--- src/rtl/quiz_pkg.sv ---
// Shared definitions for the quiz answer front end: FSM encoding, idle
// button pattern, player ids and the button-to-answer mapping.
package quiz_pkg;

    localparam int unsigned JOY_W    = 8;
    localparam int unsigned CHOICE_W = 4;
    localparam int unsigned PLAYER_W = 2;

    typedef enum logic [1:0] {
        WAIT_REL = 2'd0,
        ARMED    = 2'd1,
        LOCK     = 2'd2
    } arb_state_t;

    localparam logic [JOY_W-1:0]    JOY_IDLE = 8'hFF;
    localparam logic [PLAYER_W-1:0] PLAYER_1 = 2'd1;
    localparam logic [PLAYER_W-1:0] PLAYER_2 = 2'd2;

    typedef struct packed {
        logic [CHOICE_W-1:0] choice;
        logic [PLAYER_W-1:0] player;
    } answer_t;

    // Indexed by button bit number; the upper nibble belongs to player 1.
    localparam answer_t BTN_MAP [JOY_W] = '{
        '{choice: 4'd4, player: PLAYER_2},
        '{choice: 4'd3, player: PLAYER_2},
        '{choice: 4'd2, player: PLAYER_2},
        '{choice: 4'd1, player: PLAYER_2},
        '{choice: 4'd4, player: PLAYER_1},
        '{choice: 4'd3, player: PLAYER_1},
        '{choice: 4'd2, player: PLAYER_1},
        '{choice: 4'd1, player: PLAYER_1}
    };

    // Map an active-low button vector to its answer; meaningful only when
    // exactly one bit is low.
    function automatic answer_t decode_button(input logic [JOY_W-1:0] btn);
        answer_t ans;
        ans = '0;
        for (int i = 0; i < int'(JOY_W); i++) begin
            if (!btn[i]) begin
                ans = BTN_MAP[i];
            end
        end
        return ans;
    endfunction

endpackage

--- src/rtl/joy_debounce.sv ---
// Two-flop synchronizer followed by a hold-time debouncer for the raw
// active-low button vector.
module joy_debounce
    import quiz_pkg::*;
#(
    parameter int unsigned DEBOUNCE_CYCLES = 4,
    parameter int unsigned CNT_W           = 4
) (
    input  logic       clk,
    input  logic       rst_n,
    input  logic [7:0] raw,
    output logic [7:0] stable
);

    localparam logic [CNT_W-1:0] CNT_MAX = CNT_W'(DEBOUNCE_CYCLES - 1);

    logic [7:0]       q1;
    logic [7:0]       q2;
    logic [7:0]       cand;
    logic [CNT_W-1:0] cnt;

    // Bring the asynchronous pins into the clk domain.
    always_ff @(posedge clk or negedge rst_n) begin
        if (!rst_n) begin
            q1 <= JOY_IDLE;
            q2 <= JOY_IDLE;
        end else begin
            q1 <= raw;
            q2 <= q1;
        end
    end

    // Accept a new vector only after it has held unchanged long enough.
    always_ff @(posedge clk or negedge rst_n) begin
        if (!rst_n) begin
            cand   <= JOY_IDLE;
            cnt    <= '0;
            stable <= JOY_IDLE;
        end else if (q2 != cand) begin
            cand <= q2;
            cnt  <= '0;
        end else if (cnt < CNT_MAX) begin
            cnt <= cnt + CNT_W'(1);
        end else begin
            stable <= cand;
        end
    end

endmodule

--- src/rtl/joy_answer_arbiter.sv ---
// Debounced joystick answer arbiter: first stable press while armed yields
// one answer event; further events wait for a full release.
module joy_answer_arbiter
    import quiz_pkg::*;
#(
    parameter int unsigned DEBOUNCE_CYCLES = 4,
    parameter int unsigned CNT_W           = 4
) (
    input  logic       clk,
    input  logic       rst_n,
    input  logic [7:0] min_hex_joy,
    input  logic       arm,
    output logic       ans_valid,
    output logic [3:0] ans_choice,
    output logic [1:0] ans_player,
    output logic       ans_conflict,
    output logic       busy
);

    logic [7:0] stable;
    logic       idle;
    logic       one_low;
    answer_t    press;
    arb_state_t state;

    joy_debounce #(
        .DEBOUNCE_CYCLES (DEBOUNCE_CYCLES),
        .CNT_W           (CNT_W)
    ) u_debounce (
        .clk    (clk),
        .rst_n  (rst_n),
        .raw    (min_hex_joy),
        .stable (stable)
    );

    assign idle    = (stable == JOY_IDLE);
    assign one_low = $onehot(~stable);
    assign press   = decode_button(stable);

    // Arbitration FSM with registered event pulses, answer fields and busy.
    always_ff @(posedge clk or negedge rst_n) begin
        if (!rst_n) begin
            state        <= WAIT_REL;
            busy         <= 1'b1;
            ans_valid    <= 1'b0;
            ans_conflict <= 1'b0;
            ans_choice   <= '0;
            ans_player   <= '0;
        end else begin
            ans_valid    <= 1'b0;
            ans_conflict <= 1'b0;
            case (state)
                WAIT_REL: begin
                    if (idle) begin
                        state <= ARMED;
                        busy  <= 1'b0;
                    end
                end
                ARMED: begin
                    if (arm && !idle) begin
                        if (one_low) begin
                            ans_valid  <= 1'b1;
                            ans_choice <= press.choice;
                            ans_player <= press.player;
                        end else begin
                            ans_conflict <= 1'b1;
                        end
                        state <= LOCK;
                        busy  <= 1'b1;
                    end
                end
                LOCK: begin
                    if (idle) begin
                        state <= WAIT_REL;
                    end
                end
                default: begin
                    state <= WAIT_REL;
                    busy  <= 1'b1;
                end
            endcase
        end
    end

endmodule

--- config.mk ---
export PLATFORM = sky130hd
export DESIGN_NAME = joy_answer_arbiter
export DESIGN_NICKNAME = d
export VERILOG_FILES = /design/src/rtl/quiz_pkg.sv /design/src/rtl/joy_debounce.sv /design/src/rtl/joy_answer_arbiter.sv
export SDC_FILE = /design/constraint.sdc
export NUM_CORES = 1
export LEC_CHECK = 0
export CAP_MARGIN = 15
export CORE_MARGIN = 5
export CORE_UTILIZATION = 45
export CTS_CLUSTER_SIZE = 30
export DETAILED_ROUTE_END_ITERATION = 16
export GPL_TIMING_DRIVEN = 0
export PLACE_DENSITY = 0.65
export SYNTH_ARGS = -nofsm -noshare
export SYNTH_HDL_FRONTEND = slang
export SYNTH_HIERARCHICAL = 1
export SYNTH_SLANG_ARGS = --single-unit
--- constraint.sdc ---
create_clock -name clk -period 6.4 [get_ports clk]
set_clock_uncertainty 0.2 [all_clocks]
set_input_delay 1.92 -clock clk [delete_from_list [all_inputs] [get_ports clk]]
set_output_delay 1.92 -clock clk [all_outputs]
set_load 0.005 [all_outputs]
==> impl_metrics.csv, run 1 <==
group,metric,value,unit
drt,via_count,1049,
timing,finalCriticalPeriod,4.13,ns
setup_path,rrSetupSlack,2.27,ns
cts,htreeDepth,2,
cts,path_clk_slew,0.08,ns
timing,rsz0062_at_grt,"false",
placement,pre_cts_ws,2.24,ns
global_routing,antenna_found_initial,0,
placement,place_area,2210,um2
cts,worstSkewPairLatency,0.30,ns
layout,syn_to_final_growth,17.8,%
floorplanning,start_util,0.456,
global_routing,gr-usage-met3,0.0475,
power_and_ir_drop,clkPwrFrac,0.337,
power_and_ir_drop,switchingPower,0.107,mW
cts,hold_buffers,0,
setup_path,worst_setup_path_start_kind,"flop",
setup_path,crit_arrival,4.12,ns
floorplanning,die_w,75.8,um
global_routing,grt.met2_usage,0.194,
power_and_ir_drop,power,0.502,mW
global_routing,overflow,0,
layout,diodes,0,
global_routing,grt_pass1_vias,1072,
layout,fin_util,0.538,
synth,synthFlopType,"dfstp_2",
global_routing,grtUsageMet1,0.131,
drt,drc,0,
drt,wirelength,2850,um
layout,nets,188,
setup_path,crit_type,"reg2reg",
synth,yosys_warnings,6,
setup_path,crit_required,6.39,ns
timing,worst_pin_slew,0.621,ns
floorplanning,std_cell_rows,24,
setup_path,cp-end-kind,"flop",
global_routing,grt_first_pass_wirelength,4810,um
timing,period_share,0.645,
floorplanning,io_pins,20,
synth,ys_ff_latch,46,
power_and_ir_drop,power.density,219,nW/um2
floorplanning,die_h,75.8,um
placement,hpwl,2080,um
synth,syn_inst,140,
cts,cts_setup_buffers,0,
drt,drt_iter0_markers,33,
synth,synth_cell_type_count,32,
power_and_ir_drop,switching_share,0.214,
timing,slew_headroom,0.583,
run,drv_cap,0,
synth,seq_area_frac_synth,0.613,
synth,syn_area,1950,um2
drt,firstDrtPassIters,4,
synth,syn_nets,162,
cts,cts_resized,0,
floorplanning,core,4260,um2
placement,gp_congestion,0.767,
synth,synth_enable_flop_cells,0,
drt,wl_per_cell,13.0,um
cts,cts_tree,"done",
worst_hold_path,holdCritPathClass,"reg2reg",
power_and_ir_drop,cellLeakagePower,0.960,nW
run_status,outcome,"completed",
global_routing,grt_usage,0.117,
power_and_ir_drop,pwr-share-seq,0.619,
synth,avgSynthCellArea,13.9,um2
floorplanning,die_area,5740,um2
cts,cts_buffers,5,
global_routing,grt-busiest-layer,"met2",
layout,drive_gt1_frac,0.365,
timing,setup_viol,0,
power_and_ir_drop,p_comb_frac,0.044,
drt,vias_per_cell,4.79,
cts,cts_root_buf,"clkbuf_8",
timing,clock.fmax,242,MHz
timing,finalHoldViolations,0,
synth,async_flop_share,1.00,
cts,cts_sinks,46,
layout,final_area,2290,um2
power_and_ir_drop,power.internal,0.395,mW
global_routing,grt_max_degree,46,
timing,final.setup.tns,0,ns
timing,fin_ws,2.27,ns
setup_path,critPathMaxFanout,6,
cts,cts_buffer_depth,2,
timing,maxSlewViolCount,0,
placement,port_buffers,18,
power_and_ir_drop,peakVddDrop,0.148,mV
drt,ant_nets,0,
[worst max-delay path: stages, from the launching register on]
cell     delay, ns
dfstp_2       0.57
inv_1         0.08
fa_1          0.56
fa_1          0.44
fa_1          0.52
ha_1          0.18
inv_1         0.06
fa_1          0.39
a211o_1       0.31
a21oi_2       0.23
nand3_4       0.15
mux2_4        0.32
[state kept, by name, summed over array words and instances (netlist names), 2 cells and up]
name,cells
u_debounce/q2,8
ans_player,2
u_debounce/cand,8
u_debounce/stable,8
u_debounce/q1,8
state,2
ans_choice,3
u_debounce/cnt,4
[metal layers]
layer | share of wire | routed length [um] | vias to the layer above
met3 | 0.061 | 175 | 6
met1 | 0.44 | 1250 | 514
li1 | - | - | 505
met4 | 0.020 | 57 | 0
met5 | 0 | 0 | -
met2 | 0.48 | 1370 | 24
[synth_stat cells (3+ instances only)]
cell type  count  share of area
a21oi_1        3         0.0077
a31oi_1        4          0.013
clkbuf_1       8          0.015
dfrtp_1       13           0.17
dfstp_2       33           0.45
fa_1           4          0.041
ha_1           7          0.045
inv_1         14          0.027
mux2_2         8          0.046
mux2_4         4          0.031
nand4_1        3         0.0096
nor2_1         6          0.012
o21ai_0        3         0.0077
xnor2_1        9          0.041
[layout by cell type, fill, tap and decap left out, types with 2 or more instances in the layout]
master           instances
fa_1                     4
mux2_2                   8
mux2_4                   4
clkdlybuf4s50_1         17
a21oi_1                  3
xnor2_1                  9
clkbuf_8                 5
dfstp_2                 33
nor2_1                   6
a31oi_1                  4
mux2i_1                  2
dfrtp_1                 13
o21ai_0                  3
o211ai_1                 2
clkbuf_1                 9
and2_1                   2
nand4_1                  3
ha_1                     7
inv_1                   14
[cells by family (layout without fill, tap and decap cells)]
kind of cell / count (synthesis) / in the layout / share of synthesized area
AOI/OAI and AO/OA: 15 / 15 / 0.0489
and+or+nand+nor: 21 / 21 / 0.0759
xor gates and xnor gates: 9 / 9 / 0.0405
buffers and inverters: 23 / 50 / 0.0463
other: 1 / 1 / 0.00193
DFF: 46 / 46 / 0.613
muxes: 14 / 14 / 0.0875
adders and majority gates: 11 / 11 / 0.0862
[final timing paths]
path | start | cells past startpoint | to
hold / removal | u_debounce/q1[7]$_DFF_PN1_ | 0 | u_debounce/q2[7]$_DFF_PN1_
min in group asynchronous | rst_n | 1 | ans_choice[2]$_DFFE_PN0P_
max in group asynchronous | rst_n | 2 | u_debounce/q1[5]$_DFF_PN1_
setup reg to reg | u_debounce/stable[0]$_DFFE_PN1P_ | 11 | ans_player[1]$_DFFE_PN0P_
setup / recovery | u_debounce/stable[0]$_DFFE_PN1P_ | 11 | ans_player[1]$_DFFE_PN0P_
hold reg to reg | u_debounce/q1[7]$_DFF_PN1_ | 0 | u_debounce/q2[7]$_DFF_PN1_
[metrics by stage]
stage	hold WS (ns)	cells
finish	0.157	219
global route	0.161	219
CTS	0.159	219
detailed placement	0.147	211
global placement	0.145	210
floorplan	0.145	140
[power groups by stage]
stage / clock (mW) / combinational (mW) / sequential [mW]
after floorplan: 0 / 0.00870 / 0.314
after global placement: 0 / 0.0208 / 0.315
after detailed placement: 0 / 0.0226 / 0.316
after CTS: 0.179 / 0.0228 / 0.311
after global routing: 0.192 / 0.0249 / 0.312
final: 0.169 / 0.0220 / 0.311
[area by class of cell]
cell class                      count  area (um2)
Fill cell                         371        1970
Sequential cell                    46        1190
Multi-Input combinational cell     71         663
Timing Repair Buffer               19         195
Clock buffer                        6        72.6
Tap cell                           52        65.1
Inverter                           14        52.6
Buffer                              9        37.5
Clock inverter                      2        13.8
(Power assumes the default switching activity.)
==> run 2: changes to the inputs <==
--- a/config.mk
+++ b/config.mk
@@ -11,7 +11,7 @@
 export CTS_CLUSTER_SIZE = 30
 export DETAILED_ROUTE_END_ITERATION = 16
 export GPL_TIMING_DRIVEN = 0
-export PLACE_DENSITY = 0.65
+export PLACE_DENSITY = 0.67
 export SYNTH_ARGS = -nofsm -noshare
 export SYNTH_HDL_FRONTEND = slang
 export SYNTH_HIERARCHICAL = 1
==> constraint.sdc (replaced) <==
create_clock -name clk -period 3.75 [get_ports clk]
set_clock_uncertainty 0.2 [all_clocks]
set_input_delay 1.125 -clock clk [delete_from_list [all_inputs] [get_ports clk]]
set_output_delay 1.125 -clock clk [all_outputs]
set_load 0.005 [all_outputs]
==> run 2 against run 1 <==
  * The run now ends with negative setup slack left
  * Combinational power up 75%
  * First-iteration DRC count grew 82%
  * Wire length fell by 4.8%
  * Utilization is 2.1 points higher
  * Flip-flop and latch count is the same
  * Count of clock-buffer cells in the layout rose by 1
  * Clock power up 120%
  * Sequential power rose by 70%
  * Sequential share of layout area fell by 1.9 points
  * Via count increased by 1.1%
  * Highest routed layer unchanged
==> impl_metrics.csv, run 2 (same netlist as run 1, synthesis figures left out) <==
group,metric,value,unit
layout,nets,194,
global_routing,grt_usage,0.111,
timing,rsz0062_at_grt,"true",
layout,syn_to_final_growth,22.3,%
timing,setup_viol,5,
drt,ant_nets,0,
cts,cts_sinks,46,
worst_hold_path,holdCritPathClass,"reg2reg",
placement,hpwl,2110,um
cts,cts_root_buf,"clkbuf_8",
floorplanning,std_cell_rows,24,
power_and_ir_drop,power.density,393,nW/um2
timing,final.setup.tns,-0.547,ns
power_and_ir_drop,power.internal,0.760,mW
timing,fin_ws,-0.126,ns
layout,layout_common_cells,"dfstp_2 (33), clkdlybuf4s50_1 (17), dfrtp_1 (13)",
setup_path,critPathMaxFanout,6,
power_and_ir_drop,power,0.936,mW
power_and_ir_drop,switching_share,0.188,
floorplanning,io_pins,20,
layout,final_area,2380,um2
layout,fin_util,0.558,
cts,path_clk_slew,0.08,ns
setup_path,crit_arrival,3.85,ns
drt,wirelength,2720,um
worst_hold_path,min_path_cells,0,
setup_path,crit_chain,"inv_2, fa_1, fa_1, fa_1, ha_2, inv_2, fa_2, o211ai_1, a21oi_2, nand3_4, mux2_4",
timing,worst_pin_slew,0.657,ns
timing,maxSlewViolCount,0,
global_routing,grt_pass1_vias,1155,
setup_path,r2r-end,"ans_player[0]$_DFFE_PN0P_",
setup_path,crit_type,"reg2reg",
floorplanning,core,4260,um2
setup_path,crit_required,3.73,ns
cts,htreeDepth,2,
timing,finalHoldViolations,0,
placement,pre_cts_ws,-0.209,ns
setup_path,rr_worst_depth,11,
setup_path,cp_common_cell,"fa_1",
floorplanning,start_util,0.456,
cts,worstSkewPairLatency,0.29,ns
global_routing,antenna_found_initial,0,
placement,gp_congestion,0.731,
drt,vias_per_cell,4.72,
power_and_ir_drop,p_comb_frac,0.041,
run_status,violations,"negative setup slack",
drt,drc,0,
cts,hold_buffers,0,
global_routing,grt_max_degree,25,
setup_path,rrSetupSlack,-0.13,ns
floorplanning,die_area,5740,um2
timing,clock.fmax,258,MHz
drt,drt_iter0_markers,60,
layout,drive_gt1_frac,0.410,
timing,slew_headroom,0.558,
drt,firstDrtPassIters,4,
timing,finalCriticalPeriod,3.88,ns
placement,place_area,2220,um2
cts,cts_buffer_depth,2,
setup_path,cp_slowest_cell,"fa_1",
run,drv_cap,0,
power_and_ir_drop,cellLeakagePower,1.00,nW
global_routing,grt_first_pass_wirelength,4780,um
cts,cts_tree,"done",
global_routing,overflow,0,
worst_hold_path,whs_endpoint,"u_debounce/q2[4]$_DFF_PN1_",
timing,period_share,1.03,
cts,cts_buffers,5,
floorplanning,die_h,75.8,um
power_and_ir_drop,switchingPower,0.176,mW
power_and_ir_drop,pwr-share-seq,0.566,
placement,port_buffers,18,
setup_path,worst_setup_path_start_kind,"flop",
timing,hold_ws,0.157,ns
placement,placed_cells,211,
worst_hold_path,hold_start,"u_debounce/q1[4]$_DFF_PN1_",
setup_path,cp-end-kind,"flop",
setup_path,critPathMaxStageDelay,0.55,ns
layout,diodes,0,
setup_path,r2r_start,"u_debounce/stable[0]$_DFFE_PN1P_",
power_and_ir_drop,peakVddDrop,0.301,mV
layout,layout_commonest_cell,"dfstp_2",
floorplanning,die_w,75.8,um
drt,via_count,1061,
layout,final_cells,225,
drt,wl_per_cell,12.1,um
power_and_ir_drop,clkPwrFrac,0.393,
run_status,outcome,"finished, violations left",
[run 2: worst max path at each step]
| stage | depth (start not counted) | end | startpoint | slack, ns |
|---|---|---|---|---|
| floorplan | 11 | ans_player[0]$_DFFE_PN0P_ | u_debounce/stable[0]$_DFFE_PN1P_ | -0.02 |
| global placement | 11 | ans_choice[2]$_DFFE_PN0P_ | u_debounce/stable[1]$_DFFE_PN1P_ | -0.12 |
| detailed placement | 11 | ans_player[0]$_DFFE_PN0P_ | u_debounce/stable[1]$_DFFE_PN1P_ | -0.21 |
| CTS | 11 | ans_player[0]$_DFFE_PN0P_ | u_debounce/stable[0]$_DFFE_PN1P_ | -0.15 |
| global route | 11 | ans_choice[2]$_DFFE_PN0P_ | u_debounce/stable[0]$_DFFE_PN1P_ | -0.26 |
| finish | 11 | ans_player[0]$_DFFE_PN0P_ | u_debounce/stable[0]$_DFFE_PN1P_ | -0.13 |
[run 2: repair_timing]
action | CTS | global route
setup buffers | 6 | 0
gates resized for setup | 0 | 0
endpoints found under the setup margin | 5 | 5
pin swaps | 1 | 1
hold endpoints to repair | 0 | 0
[run 2: layer usage]
metal / GRT usage / vias to the layer above / share of wire
met5: 0 / - / 0
met4: 0.0291 / 0 / 0.0077
met3: 0.0409 / 2 / 0.053
met2: 0.202 / 22 / 0.52
met1: 0.121 / 519 / 0.42
li1: - / 518 / -
[run 2: worst max-delay path, delay by kind of cell, from the launching register on]
family,cells,cell delay [ns]
AOI/OAI and AO/OA,2,0.28
adders and majority gates,5,2.18
buffers and inverters,2,0.08
DFF,1,0.54
muxes,1,0.33
and+or+nand+nor,1,0.15
[run 2: power groups by stage]
stage	registers (mW)	logic [mW]	clock network [mW]
floorplan	0.537	0.0148	0
global placement	0.538	0.0353	0
detailed placement	0.539	0.0396	0
CTS	0.530	0.0396	0.380
global route	0.532	0.0433	0.399
finish	0.530	0.0384	0.368
[run 2: cell type report]
cell class,count,area [um2]
Inverter,14,52.6
Buffer,9,37.5
Clock buffer,7,86.3
Timing Repair Buffer,25,248
Clock inverter,1,30.0
Fill cell,341,1880
Sequential cell,46,1190
Tap cell,52,65.1
Multi-Input combinational cell,71,668
